==> src/rtl/sc2110_i2c_arbiter.sv <==
// sc2110_i2c_arbiter: round-robin sharing of one 16-bit-address I2C master among NUM_REQ requesters with a timeout guard
module sc2110_i2c_arbiter #(
  parameter int NUM_REQ = 4,
  parameter int TIMEOUT = 20000
) (
  input  logic                  clk,
  input  logic                  rst_n,
  input  logic                  init_done,
  input  logic [NUM_REQ-1:0]    req_exec,
  input  logic [NUM_REQ-1:0]    req_rh_wl,
  input  logic [NUM_REQ*24-1:0] req_data,
  output logic [NUM_REQ-1:0]    req_busy,
  output logic [NUM_REQ-1:0]    req_done,
  output logic                  req_err,
  output logic [7:0]            req_rdata,
  output logic                  i2c_exec,
  output logic                  i2c_rh_wl,
  output logic [23:0]           i2c_data,
  input  logic                  i2c_done,
  input  logic                  i2c_ack,
  input  logic [7:0]            i2c_data_r,
  output logic [2:0]            grant_id,
  output logic                  timeout_flag
);
  localparam int IW = $clog2(NUM_REQ);
  localparam int CW = $clog2(TIMEOUT);
  typedef enum logic [1:0] {IDLE, ISSUE, WAIT, DONE} state_t;
  state_t state_q, state_d;
  logic [NUM_REQ-1:0] pending_q, pending_d, lat_rw_q, lat_rw_d, elig;
  logic [NUM_REQ-1:0][23:0] lat_data_q, lat_data_d;
  logic [IW-1:0] rr_q, rr_d, g_q, g_d, sel;
  logic [CW-1:0] cnt_q, cnt_d;
  logic [23:0] data_q, data_d;
  logic [7:0] rdata_q, rdata_d;
  logic rw_q, rw_d, err_q, err_d, tof_q, tof_d, grant, tmo;
  assign elig = pending_q & (init_done ? {NUM_REQ{1'b1}} : NUM_REQ'(1));
  assign grant = state_q == IDLE && |elig;
  assign tmo = state_q == WAIT && !i2c_done && cnt_q == CW'(TIMEOUT - 1);
  always_comb begin
    sel = rr_q;
    for (int k = NUM_REQ - 1; k >= 0; k--)
      if (elig[IW'((int'(rr_q) + k) % NUM_REQ)]) sel = IW'((int'(rr_q) + k) % NUM_REQ);
  end
  always_ff @(posedge clk) begin
    if (!rst_n) begin
      state_q    <= IDLE;
      pending_q  <= '0;
      lat_rw_q   <= '0;
      lat_data_q <= '0;
      rr_q       <= '0;
      g_q        <= '0;
      cnt_q      <= '0;
      data_q     <= '0;
      rw_q       <= 1'b0;
      rdata_q    <= '0;
      err_q      <= 1'b0;
      tof_q      <= 1'b0;
    end else begin
      state_q    <= state_d;
      pending_q  <= pending_d;
      lat_rw_q   <= lat_rw_d;
      lat_data_q <= lat_data_d;
      rr_q       <= rr_d;
      g_q        <= g_d;
      cnt_q      <= cnt_d;
      data_q     <= data_d;
      rw_q       <= rw_d;
      rdata_q    <= rdata_d;
      err_q      <= err_d;
      tof_q      <= tof_d;
    end
  end
  always_comb begin
    state_d = state_q == IDLE  ? (grant ? ISSUE : IDLE) :
              state_q == ISSUE ? WAIT :
              state_q == WAIT  ? (i2c_done || tmo ? DONE : WAIT) : IDLE;
  end
  always_comb begin
    pending_d  = pending_q;
    lat_rw_d   = lat_rw_q;
    lat_data_d = lat_data_q;
    for (int i = 0; i < NUM_REQ; i++)
      if (req_exec[i] && (!pending_q[i] || req_done[i])) begin
        pending_d[i]  = 1'b1;
        lat_rw_d[i]   = req_rh_wl[i];
        lat_data_d[i] = req_data[24*i +: 24];
      end else if (req_done[i]) pending_d[i] = 1'b0;
    g_d     = grant ? sel : g_q;
    data_d  = grant ? lat_data_q[sel] : data_q;
    rw_d    = grant ? lat_rw_q[sel] : rw_q;
    cnt_d   = state_q == WAIT ? cnt_q + CW'(1) : '0;
    rr_d    = state_q == DONE ? (g_q == IW'(NUM_REQ - 1) ? '0 : g_q + IW'(1)) : rr_q;
    rdata_d = state_q == WAIT && i2c_done ? i2c_data_r : tmo ? 8'h00 : rdata_q;
    err_d   = state_q == WAIT && i2c_done ? i2c_ack : tmo ? 1'b1 : err_q;
    tof_d   = tof_q | tmo;
  end
  always_comb begin
    req_busy     = pending_q;
    req_done     = state_q == DONE ? NUM_REQ'(1) << g_q : '0;
    req_err      = err_q;
    req_rdata    = rdata_q;
    i2c_exec     = state_q == ISSUE;
    i2c_rh_wl    = rw_q;
    i2c_data     = data_q;
    grant_id     = 3'(g_q);
    timeout_flag = tof_q;
  end
endmodule
==> config.mk <==
export PLATFORM = sky130hd
export DESIGN_NAME = sc2110_i2c_arbiter
export DESIGN_NICKNAME = d
export VERILOG_FILES = /design/src/rtl/sc2110_i2c_arbiter.sv
export SDC_FILE = /design/constraint.sdc
export NUM_CORES = 1
export LEC_CHECK = 0
export BUFFER_PORTS_ARGS = -buffer_cell sky130_fd_sc_hd__buf_4
export CORE_MARGIN = 5
export CORE_UTILIZATION = 54
export CTS_BUF_LIST = sky130_fd_sc_hd__clkbuf_8 sky130_fd_sc_hd__clkbuf_16
export CTS_CLUSTER_DIAMETER = 80
export DETAILED_ROUTE_END_ITERATION = 16
export PLACE_DENSITY_LB_ADDON = 0.1
export SETUP_SLACK_MARGIN = 0.5
export SYNTH_ARGS = -nofsm -noshare
export SYNTH_HDL_FRONTEND = slang
export SYNTH_SLANG_ARGS = --single-unit
==> constraint.sdc <==
create_clock -name clk -period 3 [get_ports clk]
set_input_delay 0.45 -clock clk [delete_from_list [all_inputs] [get_ports clk]]
set_output_delay 0.45 -clock clk [all_outputs]
set_load 0.02 [all_outputs]
-- After elaboration in Yosys (flattened, before gate mapping)
Index checks and enable logic that the tools add are counted.
- eq/ne operators: 5
- multiplexer cells: 40
- $lt $le $gt $ge: 5
- shifts and indexed selects: 1
- add/subtract/negate cells: 5
- reduce and logical (&&, ||, !) cells: 26
- bitwise logic cells: 2
- operators with widths (kind ; count):
    $bmux 24 s2 ; 1
    $mux 24 ; 1
    $mux 1 ; 21
    $lt 2x4->1 const B ; 4
    $mux 2 ; 8
    $mux 8 ; 2
    $add 15x1->15 const B ; 1
    $eq 15x15->1 const B ; 1
    $bmux 1 s2 ; 5
    $reduce_bool 2->1 ; 5
    $logic_and 1x1->1 ; 8
    $mux 4 ; 2
    $eq 2x2->1 const B ; 3
    $logic_not 1->1 ; 5
    $logic_or 1x1->1 ; 5
    $add 2x1->2 const B ; 2
    $add 2x2->2 const B ; 2
    $and 4x4->4 ; 1
    $reduce_or 4->1 ; 1
    $shl 1x2->4 const A ; 1
    $lt 2x3->1 const B ; 1
    $eq 2x1->1 const B ; 1
    $logic_not 2->1 ; 1
    $reduce_and 2->1 ; 1
    $or 1x1->1 ; 1
- word-level logic and storage cells: 105
- bits in registers: 160
- output and inout port bits: 47

-- Longest topological paths before layout
Gate-level depths: netlist of the first run.
- depth in word-level cells: 11
- mapped depth: 9

-- Worst setup path after synthesis of the first run
OpenSTA, ideal clock, no wires.
- kind: register to register
- start: reg pending_q[1], in the netlist req_busy[1]
- end: reg data_q[10], in the netlist i2c_data[10]
- path buffers: 2
- clock period less this slack: 2.568 ns
- arrival: 2.445 ns
- cell stages (with the launch flop): 9
- library setup time: 0.123 ns
- data required time: 2.877 ns
- slack: 0.432 ns
- cell sequence: dfxtp_1 buf_4 or3b_4 a21boi_4 o211ai_4 xnor2_4 buf_12 mux4_2 o2bb2ai_1
- longest elaborated chain between the ends: 10
- RTL lines (item ; line ; RTL):
    start, declared ; 29 ; logic [NUM_REQ-1:0] pending_q, pending_d, lat_rw_q, lat_rw_d, elig;
    start signal, assigned ; 60 ; pending_q <= pending_d;
    $and 4x4->4 * ; 36 ; assign elig = pending_q & (init_done ? {NUM_REQ{1'b1}} : NUM_REQ'(1));
    $bmux 1 s2 ; 42 ; if (elig[IW'((int'(rr_q) + k) % NUM_REQ)]) sel = IW'((int'(rr_q) + k) % NUM_REQ);
    $mux 1 (not written as such) (2 in a row) ; 42 ;
    $mux 2 (4 in a row) ; 42 ;
    $bmux 24 s2 ; 89 ; data_d = grant ? lat_data_q[sel] : data_q;
    $mux 24 (not written as such) ; 89 ;
    end signal, assigned ; 66 ; data_q <= data_d;
    end, declared ; 33 ; logic [23:0] data_q, data_d;
Every way passes the cells marked *; elsewhere a longest branch is shown, timed or not. The select of a mux whose other input is x is not followed.
A chain may end at the register's enable or synchronous reset.

-- Worst setup path after layout of the first run
- start: reg rr_q[0]
- end: reg data_q[13], in the netlist i2c_data[13]
- longest elaborated chain between the ends: 10
- RTL lines (item ; line ; RTL):
    start, declared ; 31 ; logic [IW-1:0] rr_q, rr_d, g_q, g_d, sel;
    start signal, assigned ; 63 ; rr_q <= rr_d;
    $add 2x2->2 ; 42 ;
    $bmux 1 s2 ; 42 ;
    $mux 1 (not written as such) (2 in a row) ; 42 ;
    $mux 2 (3 in a row) ; 42 ;
    $mux 2 * ; 42 ;
    $bmux 24 s2 * ; 89 ;
    $mux 24 (not written as such) * ; 89 ;
Marked as above.

==> key figures, run 1 <==
Outcome
  – Outcome: completed

Clock network
  – CTS Buf Count: 17
  – CTS Root Cell: clkbuf_16
  – Clock sink total: 160
  – Number of H-tree levels: 4
  – Clock-pin slew on the worst setup and hold paths: approximately 0.060 ns
  – Clk_lat worst skew: 0.42 ns
  – CTS Buffer Depth: 2
  – Hold buffers post-CTS: 0
  – CTS tree: done

Global route
  – First-pass GRT wire length: a little over 30 mm
  – Global route overflow: 0
  – Vias in the first global route: 6153
  – Initial antenna violation count: 0
  – GRT Total Usage: ~25%
  – Largest net degree at the start of global routing: 68

Die
  – Placeable Area: 0.0131 mm^2
  – Row Count: between 40 and 50
  – Initial Util: between 50% and 60%
  – Die ar.: ~0.016 mm^2
  – Die W: between 100 and 150 um
  – Die Ht: ~120 um
  – # IOs: 164

STA
  – Hold Fails Final Rpt: 0
  – Final period demand of the worst path: roughly 2.5 ns
  – Setup_tns: 0 ns
  – Worst-margin pin slew: 0.656 ns
  – RSZ-0062 raised after global routing: yes
  – Fin crit share: 83.8%
  – Clock Skews: between 0.006 and 0.007 ns
  – Max Slew Vio Count: 0
  – Final setup vio count: 0
  – Rel. slew slack: 56.1%
  – Final worst-path setup slack: approximately 0.49 ns
  – Achievable Freq: 398 MHz

Synthesis
  – Post-Synth Simple-Gate Area: 19.4%
  – Number of synthesized flops with an enable pin: 0
  – Syn Area/Cell: approximately 9.1 um^2
  – Post-synthesis adder-cell area fraction: 1.58%
  – Mux contribution to synthesized area: a little under a tenth
  – Mapped Cells: around 790
  – Unique cell type count in the Yosys netlist: slightly below 60
  – Main combinational cell family by area after synthesis: simple AND/OR/NAND/NOR gates
  – Synth Area in Compound Gates: 18.2%
  – Synth async-reset ratio: 0%
  – Register area share after synthesis: approximately 45%
  – Mapped Nets: 913
  – Register bit total from synthesis: 160
  – Post-Synth XOR/XNOR Area: under 10%
  – Prevailing post-synth register cell: dfxtp_1
  – Ys Warns: 0
  – Mapped Area: 0.00714 mm^2

Critical path
  – Reg2reg path depth: 9
  – Required time at the worst-slack endpoint: 3.30 ns
  – CP peak stage delay: roughly 0.52 ns
  – Critical Path AT: between 2 and 3 ns
  – Slowest cell on the critical path: mux4_2
  – Reg2Reg Setup Slack: between 0.4 and 0.5 ns
  – CP Cell Sequence: buf_12 > or3b_4 > a21boi_4 > o211ai_4 > xnor2_4 > buf_6 > clkbuf_16 > mux4_2 > o2bb2ai_2
  – FF-to-FF Start: rr_q[0]
  – CP max FO: 11
  – CP Class: flip-flop to flip-flop
  – Crit start category: flip-flop
  – CP Capture Type: flip-flop
  – Reg-to-reg endpoint: i2c_data[13]

Hold path
  – Min-delay src: req_data[5]
  – WHS Endpoint: lat_data_q[5]
  – Hold path depth: 3
  – Worst Hold Class: input port to flip-flop

Detailed routing
  – DRC viols: 0
  – 1st-pass router iterations: 5
  – Via Count: around 6100
  – Via-to-Cell Ratio: 5.42
  – DRT iter0 DRCs: 449
  – Wirelength, routed: slightly below 20 mm
  – Antenna viol nets, final: 0
  – Wire length per cell: around 17 um

Cells and area
  – Most frequent cells in the layout: nand2_1 (258), buf_4 (182), dfxtp_1 (155)
  – Share of cells above drive strength 1: a little over a quarter
  – Antenna Cells: 0
  – P&R area growth vs syn: 27.7%
  – Most common cell after layout, fill and taps aside: nand2_1
  – Nets: ~1100

Power and ir drop
  – Leak Pwr: 3.70 nW
  – Tot Pwr: 0.00499 W
  – Power per Cell Area: 547 mW/mm^2
  – VDD IR max: between 400 and 500 uV

Placed design
  – Post-Place Setup Slack: 0.392 ns
  – PortBufs: 162
  – Detailed-placement wirelength estimate: 13.0 mm
  – RePlAce Congestion: about 0.86

Flow run
  – Max-cap viol count: 0
-- sequential cells by signal, summed over array words and instances, names as in the netlist, 2 cells and up --
signal,count
lat_data_q,96
state_q,2
rr_q,2
lat_rw_q,4
req_rdata,8
req_busy,4
cnt_q,15
g_q,2
i2c_data,24
-- where the power goes --
group / internal (W) / switching, W / total (W)
combinational: 0.000341 / 0.000346 / 0.000688
sequential: 0.00223 / 0.0000674 / 0.00229
clock: 0.00120 / 0.000801 / 0.00200
-- worst max-delay path by stage --
stage               depth (start not counted)   startpoint            to  slack [ns]
floorplan                                   8  req_busy[0]  i2c_data[10]        0.50
global placement                            8      rr_q[0]     i2c_rh_wl        0.47
detailed placement                          8      rr_q[0]   i2c_data[5]        0.39
CTS                                         9      rr_q[0]  i2c_data[15]        0.51
global route                                9      rr_q[0]  i2c_data[13]        0.42
finish                                      9      rr_q[0]  i2c_data[13]        0.49
-- critical path: cells and delay by family, from the launching register on --
family	cells	cell delay, ns
buf+inv	3	0.44
compound gates	3	0.43
mux	1	0.52
flops	1	0.36
xor+xnor	1	0.27
simple gates	1	0.37
-- stage by stage --
step	hold WS (ns)	cells	instance area [um^2]	utilization, %
2_1_floorplan	0.430	787	7140	-
3_3_place_gp	0.440	1081	8380	64.1
3_5_place_dp	0.454	1081	8380	64.1
4_1_cts	0.278	1114	9000	68.8
5_1_grt	0.290	1124	9110	69.7
6_report	0.288	1124	9110	69.7
-- cells in the mapped netlist, types with 8 or more instances --
master | n | area, um^2
mux4_2 | 18 | 405
o21ai_0 | 8 | 40.0
and2_1 | 9 | 56.3
o2bb2ai_1 | 24 | 210
dfxtp_1 | 160 | 3200
nand3_1 | 15 | 75.1
nand2_1 | 258 | 968
nor2_1 | 19 | 71.3
a21boi_0 | 109 | 818
clkbuf_1 | 38 | 143
inv_1 | 14 | 52.6
ha_1 | 9 | 113
a21oi_1 | 9 | 45.0
-- timing repair --
| action | 4_1_cts | 5_1_grt |
|---|---|---|
| pin swaps | 2 | 3 |
| buffers inserted | 2 | 8 |
| cloned | 1 | 2 |
| endpoints found under the setup margin | 22 | 22 |
| resized for setup | 4 | 15 |
-- kinds of logic after synthesis --
kind of cell,Yosys count
AOI/OAI and AO/OA,169
xor gates and xnor gates,10
muxes,32
other,1
buffers and inverters,73
adders and majority gates,9
DFF,160
and+or+nand+nor,333
-- area by class of cell --
| class | count | area [um^2] |
|---|---|---|
| well taps | 176 | 220 |
| clock inverters | 9 | 67.6 |
| clock buffers | 21 | 480 |
| flip-flops and latches | 160 | 3210 |
| inverters | 14 | 52.6 |
| multi-input cells | 554 | 3560 |
| fillers | 1043 | 3970 |
| repair buffers | 190 | 1530 |
-- layer usage --
layer	share of wire, %	global-route usage (%)	vias up
met5	0	0	-
met4	1.3	7.02	0
met3	6.1	5.71	19
met2	52	44.7	191
met1	40	29.5	2929
li1	-	-	2957
Note: power is estimated with default switching activity, not from simulation.
==> inputs of run 2 (changes only) <==
--- a/config.mk
+++ b/config.mk
@@ -7,7 +7,7 @@
 export LEC_CHECK = 0
 export BUFFER_PORTS_ARGS = -buffer_cell sky130_fd_sc_hd__buf_4
 export CORE_MARGIN = 5
-export CORE_UTILIZATION = 54
+export CORE_UTILIZATION = 49
 export CTS_BUF_LIST = sky130_fd_sc_hd__clkbuf_8 sky130_fd_sc_hd__clkbuf_16
 export CTS_CLUSTER_DIAMETER = 80
 export DETAILED_ROUTE_END_ITERATION = 16
==> constraint.sdc (replaced) <==
create_clock -name clk -period 2.2 [get_ports clk]
set_input_delay 0.33 -clock clk [delete_from_list [all_inputs] [get_ports clk]]
set_output_delay 0.33 -clock clk [all_outputs]
set_load 0.02 [all_outputs]
==> run 2 against run 1 <==
  * The flow now finishes with violations (negative setup slack)
  * Hold slack got worse by 0.14 ns
  * Global-route usage shrank 0.69 points
  * Count of clock-buffer cells in the layout down 3
  * Wire length up 3.9%
  * Critical path type unchanged
==> key figures, run 2 (same netlist as run 1, synthesis figures left out) <==
STA
  – RSZ-0062 raised after global routing: yes
  – Fin Hold WS: approximately 0.15 ns
  – Rel. slew slack: about 65%
  – Achievable Freq: between 400 and 500 MHz
  – Final period demand of the worst path: ~2.4 ns
  – Hold Fails Final Rpt: 0
  – Final worst-path setup slack: -0.169 ns
  – Worst-margin pin slew: between 0.5 and 0.6 ns
  – Final setup vio count: 25
  – Max Slew Vio Count: 0
  – Fin crit share: 108%
  – Clock Skews: 0.00621 ns

Placed design
  – PortBufs: around 160
  – Placement Cell Area: roughly 0.0086 mm^2
  – RePlAce Congestion: a little under 0.9
  – Detailed-placement wirelength estimate: 13.6 mm

Detailed routing
  – DRT iter0 DRCs: 353
  – Wirelength, routed: 20.3 mm
  – Via Count: between 6000 and 7000
  – 1st-pass router iterations: 5
  – Wire length per cell: ~18 um
  – DRC viols: 0
  – Antenna viol nets, final: 0
  – Via-to-Cell Ratio: approximately 5.4

Cells and area
  – Post-layout util: about two thirds
  – Most common cell after layout, fill and taps aside: nand2_1
  – Max FFs per register: 96
  – Antenna Cells: 0
  – Most flops, register: lat_data_q
  – P&R area growth vs syn: 33.7%
  – Fin area: between 0.009 and 0.01 mm^2
  – Most frequent cells in the layout: nand2_1 (254), buf_4 (190), dfxtp_1 (147)
  – Nets: approximately 1100
  – Share of cells above drive strength 1: about a third

Clock network
  – Clock sink total: between 150 and 200
  – Number of H-tree levels: 4
  – Clk_lat worst skew: around 0.43 ns
  – CTS Buffer Depth: 2
  – CTS tree: done
  – CTS Root Cell: clkbuf_16
  – Hold buffers post-CTS: 0
  – CTS Buf Count: 17
  – Clock-pin slew on the worst setup and hold paths: 0.06 ns

Die
  – Die Ht: about 130 um
  – # IOs: approximately 160
  – Initial Util: between 40% and 50%
  – Die W: around 130 um
  – Row Count: 44
  – Placeable Area: roughly 0.014 mm^2
  – Die ar.: 0.0171 mm^2

Critical path
  – CP delay by family, top: multiplexers
  – CP max FO: 6
  – Crit path buffers/inverters: 2
  – CP peak stage delay: approximately 0.5 ns
  – Required time at the worst-slack endpoint: around 2.5 ns
  – Crit start category: flip-flop
  – CP Capture Type: flip-flop
  – Critical Path AT: 2.69 ns
  – CP Cell Sequence: or3b_4 > a21boi_4 > o211ai_4 > xnor2_4 > buf_12 > clkbuf_16 > mux4_2 > o2bb2ai_2
  – Slowest cell on the critical path: mux4_2
  – CP Class: flip-flop to flip-flop

Global route
  – Met3 GRT Util: around 5%
  – Vias in the first global route: approximately 6300
  – Initial antenna violation count: 0
  – First-pass GRT wire length: 31.7 mm
  – Largest net degree at the start of global routing: ~110
  – Met1 GRT Util: between 20% and 30%
  – GRT Total Usage: about 24%
  – Top Usage Layer GRT: met2
  – Global route overflow: 0
  – GRT met2 Usage: 41.5%

Power and ir drop
  – Tot Pwr: ~0.0073 W
  – VDD IR max: 580 uV
  – Power per Cell Area: between 700 and 800 mW/mm^2
  – Leak Pwr: approximately 3.8 nW

Outcome
  – Outcome: finished, violations left
  – Violated checks: negative setup slack

Hold path
  – Worst Hold Class: input port to flip-flop

Flow run
  – Max-cap viol count: 0
-- run 2: cell count changes in the layout (fill, tap and decap cells not counted), sizes merged --
cell      previous run  this run
clkinvlp             0         2
bufinv               1         4
buf                188       204
clkbuf              23        19
inv                 16        18
clkinv               6         4
-- run 2: layout make-up --
cell class                      count  area, um^2
Clock inverter                     14         203
Clock buffer                       18         439
Fill cell                        1205        4880
Tap cell                          184         230
Inverter                           14        52.6
Multi-Input combinational cell    554        3690
Timing Repair Buffer              205        1690
Sequential cell                   160        3240
-- run 2: path summary, 6_finish.rpt --
path / cells after the start / from / endpoint / slack [ns]
max: 8 / rr_q[0] / i2c_data[6] / -0.17
min: 3 / req_exec[3] / req_busy[3] / 0.15
min reg2reg: 1 / cnt_q[0] / cnt_q[0] / 0.45
max reg2reg: 8 / rr_q[0] / i2c_data[6] / -0.17
-- run 2: worst reg2reg max path, delay by kind of cell, from the launching register on --
family	cells	cell delay, ns
AO/OA/AOI/OAI	3	0.45
buffers and inverters	2	0.31
multiplexers	1	0.51
AND/OR/NAND/NOR	1	0.41
XOR/XNOR	1	0.23
flip-flops	1	0.37
-- run 2: layer usage --
metal / vias up / routed length [um]
li1: 2998 / -
met5: - / 0
met3: 49 / 1220
met4: 0 / 651
met1: 2940 / 8380
met2: 200 / 10000
-- run 2: what timing repair did --
| action | in CTS | in global routing |
|---|---|---|
| pin swaps | 4 | 8 |
| resized for setup | 24 | 35 |
| setup buffers | 1 | 3 |
| setup endpoints to repair | 130 | 55 |
| gates cloned | 1 | 1 |
-- run 2: power by group --
group,internal (W),switching (W)
logic,0.000497,0.000497
clock network,0.00195,0.00124
registers,0.00303,0.0000898
total,0.00548,0.00183
-- run 2: stage by stage --
step | std cells | setup slack [ns] | TNS (ns)
finish | 1149 | -0.169 | -2.68
global route | 1149 | -0.216 | -4.39
CTS | 1145 | -0.160 | -2.71
detailed placement | 1111 | -0.236 | -3.85
global placement | 1111 | -0.153 | -2.48
floorplan | 787 | -0.232 | -4.54
